**src/rtl/control_sequencer_pkg.sv**
```systemverilog
// Shared encodings for the multi-cycle control sequencer: states, opcode classes,
// opcode constants, ALU operation codes and fault codes.
package control_sequencer_pkg;

  typedef enum logic [2:0] {
    StFetch     = 3'd0,
    StDecode    = 3'd1,
    StExecute   = 3'd2,
    StMemory    = 3'd3,
    StWriteback = 3'd4,
    StHalt      = 3'd5
  } state_e;

  typedef enum logic [2:0] {
    ClsR      = 3'd0,
    ClsIalu   = 3'd1,
    ClsLoad   = 3'd2,
    ClsStore  = 3'd3,
    ClsBranch = 3'd4
  } op_class_e;

  localparam logic [6:0] OpcR      = 7'b0110011;
  localparam logic [6:0] OpcIalu   = 7'b0010011;
  localparam logic [6:0] OpcLoad   = 7'b0000011;
  localparam logic [6:0] OpcStore  = 7'b0100011;
  localparam logic [6:0] OpcBranch = 7'b1100011;

  localparam logic [1:0] AluAdd    = 2'b00;
  localparam logic [1:0] AluSub    = 2'b01;
  localparam logic [1:0] AluRFunct = 2'b10;
  localparam logic [1:0] AluIFunct = 2'b11;

  localparam logic [1:0] FaultNone      = 2'b00;
  localparam logic [1:0] FaultIllegal   = 2'b01;
  localparam logic [1:0] FaultImTimeout = 2'b10;
  localparam logic [1:0] FaultDmTimeout = 2'b11;

endpackage

```
**src/rtl/control_sequencer_opcode_decoder.sv**
```systemverilog
// Combinational opcode classifier: maps instruction[6:0] to an instruction class
// and flags anything outside the supported set as illegal.
module control_sequencer_opcode_decoder
  import control_sequencer_pkg::*;
(
  input  logic [6:0] opcode_i,
  output logic [2:0] op_class_o,
  output logic       illegal_o
);

  // Classify the opcode; illegal opcodes report class R but are never executed.
  always_comb begin
    op_class_o = ClsR;
    illegal_o  = 1'b0;
    unique case (opcode_i)
      OpcR:      op_class_o = ClsR;
      OpcIalu:   op_class_o = ClsIalu;
      OpcLoad:   op_class_o = ClsLoad;
      OpcStore:  op_class_o = ClsStore;
      OpcBranch: op_class_o = ClsBranch;
      default:   illegal_o  = 1'b1;
    endcase
  end

endmodule

```
**src/rtl/control_sequencer.sv**
```systemverilog
// Multi-cycle control sequencer: fetch/decode/execute/memory/writeback FSM with
// request/acknowledge memory handshakes, wait timeouts, sticky fault reporting and
// a retired-instruction counter.
module control_sequencer
  import control_sequencer_pkg::*;
#(
  parameter int unsigned MEM_TIMEOUT = 16,
  parameter int unsigned CNT_WIDTH   = 32
) (
  input  logic                 i_clk,
  input  logic                 i_rst,
  input  logic [6:0]           i_OPCode,
  input  logic                 i_Zero,
  output logic                 o_IMReq,
  input  logic                 i_IMAck,
  output logic                 o_DMReq,
  input  logic                 i_DMAck,
  output logic                 o_IRWrite,
  output logic                 o_PCWrite,
  output logic                 o_PCSel,
  output logic                 o_Branch,
  output logic                 o_MemRead,
  output logic                 o_MemWrite,
  output logic                 o_MemToReg,
  output logic                 o_ALUSrc,
  output logic                 o_RegWrite,
  output logic [1:0]           o_ALUOp,
  output logic [2:0]           o_State,
  output logic                 o_Fault,
  output logic [1:0]           o_FaultCode,
  output logic [CNT_WIDTH-1:0] o_Retired
);

  localparam int unsigned WaitW = $clog2(MEM_TIMEOUT + 1);
  // Count value seen during the last permitted unacknowledged request cycle.
  localparam logic [WaitW-1:0] TimeoutLast = WaitW'(MEM_TIMEOUT - 1);

  state_e                 state_q, state_d;
  logic [WaitW-1:0]       wait_q, wait_d;
  logic [6:0]             opcode_q, opcode_d;
  logic                   fault_q, fault_d;
  logic [1:0]             code_q, code_d;
  logic [CNT_WIDTH-1:0]   retired_q;

  logic [2:0]             dec_class_raw;
  op_class_e              dec_class;
  logic                   dec_illegal;
  logic                   wait_expired;

  control_sequencer_opcode_decoder u_opcode_decoder (
    .opcode_i   (opcode_q),
    .op_class_o (dec_class_raw),
    .illegal_o  (dec_illegal)
  );

  assign dec_class    = op_class_e'(dec_class_raw);
  assign wait_expired = (wait_q == TimeoutLast);

  assign o_State     = state_q;
  assign o_Fault     = fault_q;
  assign o_FaultCode = code_q;
  assign o_Retired   = retired_q;

  // Next-state, wait counter and control outputs; any state change clears the wait counter.
  always_comb begin
    state_d    = state_q;
    wait_d     = '0;
    opcode_d   = opcode_q;
    fault_d    = fault_q;
    code_d     = code_q;
    o_IMReq    = 1'b0;
    o_DMReq    = 1'b0;
    o_IRWrite  = 1'b0;
    o_PCWrite  = 1'b0;
    o_PCSel    = 1'b0;
    o_Branch   = 1'b0;
    o_MemRead  = 1'b0;
    o_MemWrite = 1'b0;
    o_MemToReg = 1'b0;
    o_ALUSrc   = 1'b0;
    o_RegWrite = 1'b0;
    o_ALUOp    = AluAdd;

    case (state_q)
      StFetch: begin
        o_IMReq = 1'b1;
        if (i_IMAck) begin
          o_IRWrite = 1'b1;
          opcode_d  = i_OPCode;
          state_d   = StDecode;
        end else if (wait_expired) begin
          state_d = StHalt;
          fault_d = 1'b1;
          code_d  = FaultImTimeout;
        end else begin
          wait_d = wait_q + WaitW'(1);
        end
      end

      StDecode: begin
        if (dec_illegal) begin
          state_d = StHalt;
          fault_d = 1'b1;
          code_d  = FaultIllegal;
        end else begin
          state_d = StExecute;
        end
      end

      StExecute: begin
        case (dec_class)
          ClsR: begin
            o_ALUOp = AluRFunct;
            state_d = StWriteback;
          end
          ClsIalu: begin
            o_ALUOp  = AluIFunct;
            o_ALUSrc = 1'b1;
            state_d  = StWriteback;
          end
          ClsLoad, ClsStore: begin
            o_ALUOp  = AluAdd;
            o_ALUSrc = 1'b1;
            state_d  = StMemory;
          end
          ClsBranch: begin
            o_ALUOp   = AluSub;
            o_Branch  = 1'b1;
            o_PCWrite = 1'b1;
            o_PCSel   = i_Zero;
            state_d   = StFetch;
          end
          default: begin
            state_d = StHalt;
            fault_d = 1'b1;
            code_d  = FaultNone;
          end
        endcase
      end

      StMemory: begin
        o_DMReq    = 1'b1;
        o_ALUOp    = AluAdd;
        o_ALUSrc   = 1'b1;
        o_MemRead  = (dec_class == ClsLoad);
        o_MemWrite = (dec_class == ClsStore);
        if (i_DMAck) begin
          if (dec_class == ClsStore) begin
            o_PCWrite = 1'b1;
            state_d   = StFetch;
          end else begin
            state_d = StWriteback;
          end
        end else if (wait_expired) begin
          state_d = StHalt;
          fault_d = 1'b1;
          code_d  = FaultDmTimeout;
        end else begin
          wait_d = wait_q + WaitW'(1);
        end
      end

      StWriteback: begin
        o_RegWrite = 1'b1;
        o_MemToReg = (dec_class == ClsLoad);
        o_PCWrite  = 1'b1;
        state_d    = StFetch;
      end

      StHalt: begin
        state_d = StHalt;
      end

      // Unused encodings park in HALT without a fault cause.
      default: begin
        state_d = StHalt;
        fault_d = 1'b1;
        code_d  = FaultNone;
      end
    endcase

    // Reset suppresses every control strobe, including ones a pending ack would cause.
    if (i_rst) begin
      o_IMReq    = 1'b0;
      o_DMReq    = 1'b0;
      o_IRWrite  = 1'b0;
      o_PCWrite  = 1'b0;
      o_PCSel    = 1'b0;
      o_Branch   = 1'b0;
      o_MemRead  = 1'b0;
      o_MemWrite = 1'b0;
      o_MemToReg = 1'b0;
      o_ALUSrc   = 1'b0;
      o_RegWrite = 1'b0;
      o_ALUOp    = AluAdd;
    end
  end

  // State, captured opcode, fault and retired-count registers with synchronous reset.
  always_ff @(posedge i_clk) begin
    if (i_rst) begin
      state_q   <= StFetch;
      wait_q    <= '0;
      opcode_q  <= '0;
      fault_q   <= 1'b0;
      code_q    <= FaultNone;
      retired_q <= '0;
    end else begin
      state_q  <= state_d;
      wait_q   <= wait_d;
      opcode_q <= opcode_d;
      fault_q  <= fault_d;
      code_q   <= code_d;
      if (o_PCWrite) begin
        retired_q <= retired_q + CNT_WIDTH'(1);
      end
    end
  end

endmodule

```
**config.mk**
```make
export PLATFORM = sky130hd
export DESIGN_NAME = control_sequencer
export DESIGN_NICKNAME = d
export VERILOG_FILES = /design/src/rtl/control_sequencer_pkg.sv /design/src/rtl/control_sequencer_opcode_decoder.sv /design/src/rtl/control_sequencer.sv
export SDC_FILE = /design/constraint.sdc
export NUM_CORES = 1
export LEC_CHECK = 0
export ABC_AREA = 0
export CORE_ASPECT_RATIO = 0.75
export CORE_MARGIN = 2
export CORE_UTILIZATION = 55
export DETAILED_ROUTE_END_ITERATION = 10
export DONT_BUFFER_PORTS = 1
export HOLD_SLACK_MARGIN = 0.02
export PLACE_DENSITY = 0.71
export SETUP_SLACK_MARGIN = 0.2
export SYNTH_ARGS = -nofsm -noshare
export SYNTH_HDL_FRONTEND = slang
export SYNTH_SLANG_ARGS = --single-unit
```
**constraint.sdc**
```tcl
create_clock -name i_clk -period 2 [get_ports i_clk]
set_input_delay 0.4 -clock i_clk [delete_from_list [all_inputs] [get_ports i_clk]]
set_output_delay 0.4 -clock i_clk [all_outputs]
set_load 0.01 [all_outputs]
```
## Word level (Yosys, flattened, before mapping)

Index checks and enable logic that the tools add are counted.

- Register bits after elaboration: 50
- Logic and storage cells: 97
- Output and inout bits: 51
- Input bits: 12

- Reduce and logical (&&, ||, !) cells: 11
- Equality and inequality tests: 21
- Bitwise gates (word level): 1
- Add/subtract/negate cells: 2
- Mux-type cells: 56

Operators by type and width:

| cell | count |
|---|---|
| 32-bit by 1-bit adder with 32-bit output, second input constant | 1 |
| 1-bit 2-to-1 mux | 31 |
| 2-bit 2-to-1 mux | 8 |
| 3-bit 2-to-1 mux | 5 |
| 5-bit 2-to-1 mux | 3 |
| 3-bit one-hot mux with 5 select lines | 1 |
| 7-bit by 6-bit equality test with 1-bit output, second input constant | 2 |
| 3-bit by 2-bit equality test with 1-bit output, second input constant | 4 |
| 2-bit inequality test, second input constant | 6 |
| 3-bit one-hot mux with 4 select lines | 1 |
| 2-bit one-hot mux with 5 select lines | 1 |
| 5-bit one-hot mux with 2 select lines | 1 |
| 5-bit OR reduction | 2 |
| 3-bit equality test, second input constant | 3 |
| 3-bit one-hot mux with 3 select lines | 1 |
| 7-bit by 2-bit equality test with 1-bit output, second input constant | 1 |
| 7-bit by 5-bit equality test with 1-bit output, second input constant | 1 |
| 7-bit equality test, second input constant | 1 |
| 7-bit AND reduction | 1 |
| 3-bit by 1-bit equality test with 1-bit output, second input constant | 2 |
| 3-bit zero test | 2 |
| 2-bit one-hot mux with 3 select lines | 1 |
| 2-bit OR reduction | 3 |
| 5-bit by 1-bit adder with 5-bit output, second input constant | 1 |
| other kinds (8) | 8 |

## Depth between registers and ports, before layout

- Depth in word-level cells: 7
- Gate-level depth with buffers: 8
- Gate-level depth less buffers: 6

## Modules after synthesis

From an unflattened synthesis, not the netlist that was laid out.

- Cell total of the unflattened synthesis: 307
- Area, all modules: 2661.3 sq um

Modules (own cells, without submodules):

| module | instances | cells an instance | area an instance (sq um) |
|---|---|---|---|
| control_sequencer | 1 | 298 | 2597.5 |
| control_sequencer_opcode_decoder | 1 | 9 | 63.8 |

## Worst setup path after synthesis

OpenSTA, ideal clock, no wires.

- Path type: reg2reg
- Start: register state_q[0], in the netlist o_State[0]
- End: register retired_q[10], in the netlist o_Retired[10]
- Path buffers: 1
- Cell stages (with the launch flop): 7
- Arrival time: 1846 ps
- Path slack: 33 ps
- Data required time: 1879 ps
- Setup time: 121 ps
- Cell sequence: dfxtp_1 -> nand4b_2 -> or4_1 -> buf_6 -> a21oi_1 -> nand2_1 -> mux2_2

- Word-level cells in the longest chain between the ends: 3

RTL lines:

| what | line | RTL |
|---|---|---|
| start: declaration | control_sequencer.sv:38 | `state_e state_q, state_d;` |
| start signal: assignment | control_sequencer.sv:202 | `state_q <= StFetch;` |
| start signal: assignment | control_sequencer.sv:209 | `state_q <= state_d;` |
| 3-bit equality test or 3-bit by 2-bit equality test with 1-bit output (tied branches) | control_sequencer.sv:84 | `case (state_q)` |
| 1-bit one-hot mux with 3 select lines (*) | control_sequencer.sv:84 |  |
| 1-bit 2-to-1 mux (*) | control_sequencer.sv:183 | `if (i_rst) begin` |
| end signal: assignment | control_sequencer.sv:215 | `retired_q <= retired_q + CNT_WIDTH'(1);` |
| end: declaration | control_sequencer.sv:43 | `logic [CNT_WIDTH-1:0] retired_q;` |

Every way passes the cells marked *; elsewhere a longest branch is shown, timed or not.
A chain may end at the register's enable or synchronous reset.

## Worst setup path after layout

- Start: register opcode_q[3]
- End: register retired_q[13], in the netlist o_Retired[13]

- Word-level cells in the longest chain between the ends: 7

RTL lines:

| what | line | RTL |
|---|---|---|
| start: declaration | control_sequencer.sv:40 | `logic [6:0] opcode_q, opcode_d;` |
| start signal: assignment | control_sequencer.sv:211 | `opcode_q <= opcode_d;` |
| 7-bit equality test, or another cell as far along | control_sequencer_opcode_decoder.sv:15 | `unique case (opcode_i)` |
| 3-bit one-hot mux with 4 select lines (*) | control_sequencer_opcode_decoder.sv:15 |  |
| 3-bit by 2-bit equality test with 1-bit output | control_sequencer.sv:148 | `if (dec_class == ClsStore) begin` |
| 1-bit 2-to-1 mux | control_sequencer.sv:148 |  |
| 1-bit 2-to-1 mux | control_sequencer.sv:147 | `if (i_DMAck) begin` |
| 1-bit one-hot mux with 3 select lines (*) | control_sequencer.sv:84 |  |
| 1-bit 2-to-1 mux (*) | control_sequencer.sv:183 |  |

Marked as above.

==> flow_summary.ini <==
[routing]
drtIter0Drc = 163
totalWireLength_um = 7490
ant_nets = 0
wl_per_cell_um = 17.9
viasPerCell = 6.20
first_pass_iters = 4
drc = 0
vias = 2590

[timing]
layout_setup_ws_ns = -0.104
setup_viol = 14
relSlewSlack_pct = 72.4
finalCriticalPeriod_ns = 2.10
max_freq_ghz = 0.475
fin_crit_sh_pct = 105
max_slew.worst_pin.slew_ns = 0.413
slew_violations = 0
totalNegativeSetupSlack_ns = -0.585
skew_ns = 0.00606
rsz0062_at_grt = true
hold_viol_final = 0

[floorplan]
coreArea_um2 = 4520
pin_count = 63
die-area_um2 = 5360
die_y_um = 63.9
start_util_pct = 58.2
num_rows = 21
die_w_um = 83.9

[critical_path]
reg2regPathDepth = 8
crit_required_ns = 2.20
arrival_ns = 2.30
start_kind = flop
r2r_end = o_Retired[13]$_SDFFE_PP0P_
cp_max_fo = 6
reg2reg_slack_ns = -0.10
critical_path_class = reg -> reg
rr_startpoint = opcode_q[3]$_SDFFE_PP0P_
crit_path_end_kind = flop

[cells_and_area]
fill_cells = 294
final_area_um2 = 3580
nNetsFinal = 375
drive_gt1_share_pct = 35.7
syn2layout_area_growth_pct = 36.2
diodes = 0
final_core_util_pct = 79.3

[pwr]
p_total_mw = 1.79
ir_worst_vdd_v = 0.000486
powerDensity_nw_per_um2 = 500
power_leakage_nw = 1.19

[run]
maxCapViolCount = 0

[yosys]
async_flop_share_pct = 0
ys_ff_latch = 50
synth.top_cells.by_area = dfxtp_1, xnor2_1, a21oi_1
syn-num-nets = 327
synth_edf_count = 0
syn_area_um2 = 2630
ys_types = 45
seq_area_frac_synth_pct = 38.0
ys.flop_type = dfxtp_1
synth_top_area_cell = dfxtp_1
synth_cells = 313
yosys_warnings = 0
syn_avg_cell_area_um2 = 8.41
synth_top_cell_area_share_pct = 38.0

[placement]
pre_cts_ws_ns = 0.0132
dp_hpwl_um = 4500
globalplace.congestion = 0.806
portBuffers = 0
place_area_um2 = 2950

[cts]
insertion_delay_ns = 0.30
clock-sinks = 50
cts_tree = built
root_buffer = clkbuf_8
cts.clk_slew.worst_paths_ns = 0.09
htreeDepth = 2
cts_made_buffers = 5
cts_max_path_buffers = 2

[global_route]
grt_pass1_wl_um = 11600
antenna_found_initial = 0
overflow = 0
grtUsageTotal_pct = 26.8
grt_pass1_vias = 2380
grt_max_degree = 58

[worst_hold_path]
worstHoldEndpoint = o_State[2]$_SDFF_PP0_
hold_start = i_rst
hold_path.class = in -> reg
min_path_cells = 1

[outcome]
status = finished, violations left
violations = setup timing
[what timing repair did]
action / 4_1_cts / 5_1_grt
resized for setup: 50 / 29
pin swaps: 26 / 26
cloned: 1 / 0
buffers inserted: 15 / 4
endpoints found under the setup margin: 33 / 43
hold buffers: 0 / 0
[worst max path at each step]
stage | cells after the start | slack (ns) | end | startpoint
floorplan | 8 | 0.12 | o_Retired[17]$_SDFFE_PP0P_ | opcode_q[3]$_SDFFE_PP0P_
global placement | 5 | 0.09 | o_Retired[19]$_SDFFE_PP0P_ | opcode_q[4]$_SDFFE_PP0P_
detailed placement | 6 | 0.01 | o_Retired[23]$_SDFFE_PP0P_ | opcode_q[3]$_SDFFE_PP0P_
CTS | 5 | -0.08 | o_MemToReg | opcode_q[3]$_SDFFE_PP0P_
global route | 8 | -0.18 | o_Retired[13]$_SDFFE_PP0P_ | opcode_q[3]$_SDFFE_PP0P_
finish | 8 | -0.10 | o_Retired[13]$_SDFFE_PP0P_ | opcode_q[3]$_SDFFE_PP0P_
[synth_stat cells (3+ instances only)]
cell type and instances:
o2111ai_1 4, nand4_1 8, a211oi_1 5, nand2_1 32, o21ai_0 9, and3_1 5, xor2_1 5, clkbuf_1 10
nor2_1 38, and4_1 4, a21oi_1 30, nor4_1 3, a211oi_2 4, inv_1 8, buf_2 3, xnor2_1 18
a2111oi_4 3, nor3_1 10, nand3_1 8, or3_1 11, dfxtp_1 50, and2_1 9
[cell type report]
type / instances / area, um2 / area share (%)
clock buffers: 7 / 76.3 / 2.13
inverters: 8 / 30.0 / 0.838
multi-input cells: 238 / 1870 / 52.1
flip-flops and latches: 50 / 1010 / 28.2
well taps: 57 / 71.3 / 1.99
repair buffers: 58 / 528 / 14.7
[report_power, final]
group | switching [mW] | internal (mW) | total, mW
Combinational | 0.103 | 0.0855 | 0.188
Sequential | 0.0233 | 1.02 | 1.04
Clock | 0.321 | 0.242 | 0.563
Total | 0.447 | 1.34 | 1.79
[placed cells by master (no fill, tap or decap), types with 4 or more instances in the layout]
cell type / instances
and3_1: 5
a21oi_4: 5
o21ai_0: 8
or3_1: 8
a21oi_1: 20
nor3_1: 8
xor2_1: 5
buf_6: 14
and2_1: 8
a21oi_2: 5
xnor2_2: 4
nand3_1: 8
inv_1: 8
buf_4: 41
nor2_1: 32
nand2_1: 30
clkbuf_8: 5
nand4_1: 8
dfxtp_1: 42
xnor2_1: 14
dfxtp_2: 8
[worst max-delay path, stage by stage, from the launching register on]
cell and delay (ns):
dfxtp_2 0.33, nand4bb_4 0.23, buf_4 0.15, or4_4 0.57
buf_6 0.17, buf_4 0.15, a211oi_2 0.20, xnor2_1 0.15
nor2_1 0.06
[layer usage]
layer	global-route usage, %	share of wire (%)	vias up
li1	-	-	1212
met1	36.5	44	1227
met2	41.3	45	121
met3	7.88	8.2	30
met4	8.06	3.0	0
met5	0	0	-
[registers in the layout, summed over array words and instances (netlist names)]
name	cells
opcode_q	7
wait_q	5
o_Fault	1
o_FaultCode	2
o_Retired	32
o_State	3
[stage by stage]
step                std cells  hold slack [ns]
floorplan                 313            0.430
global placement          391            0.433
detailed placement        391            0.446
CTS                       414            0.146
global route              418            0.144
finish                    418            0.153
[cell families (layout without fill, tap and decap cells)]
logic type      Yosys count  after routing  synth area share (%)
fa+ha+maj                 2              2                 0.951
flops                    50             50                  38.0
simple gates            142            142                  28.3
compound gates           70             70                  20.3
buf+inv                  25             73                  4.28
mux                       1              1                 0.428
xor+xnor                 23             23                  7.66
(Power assumes the default switching activity.)
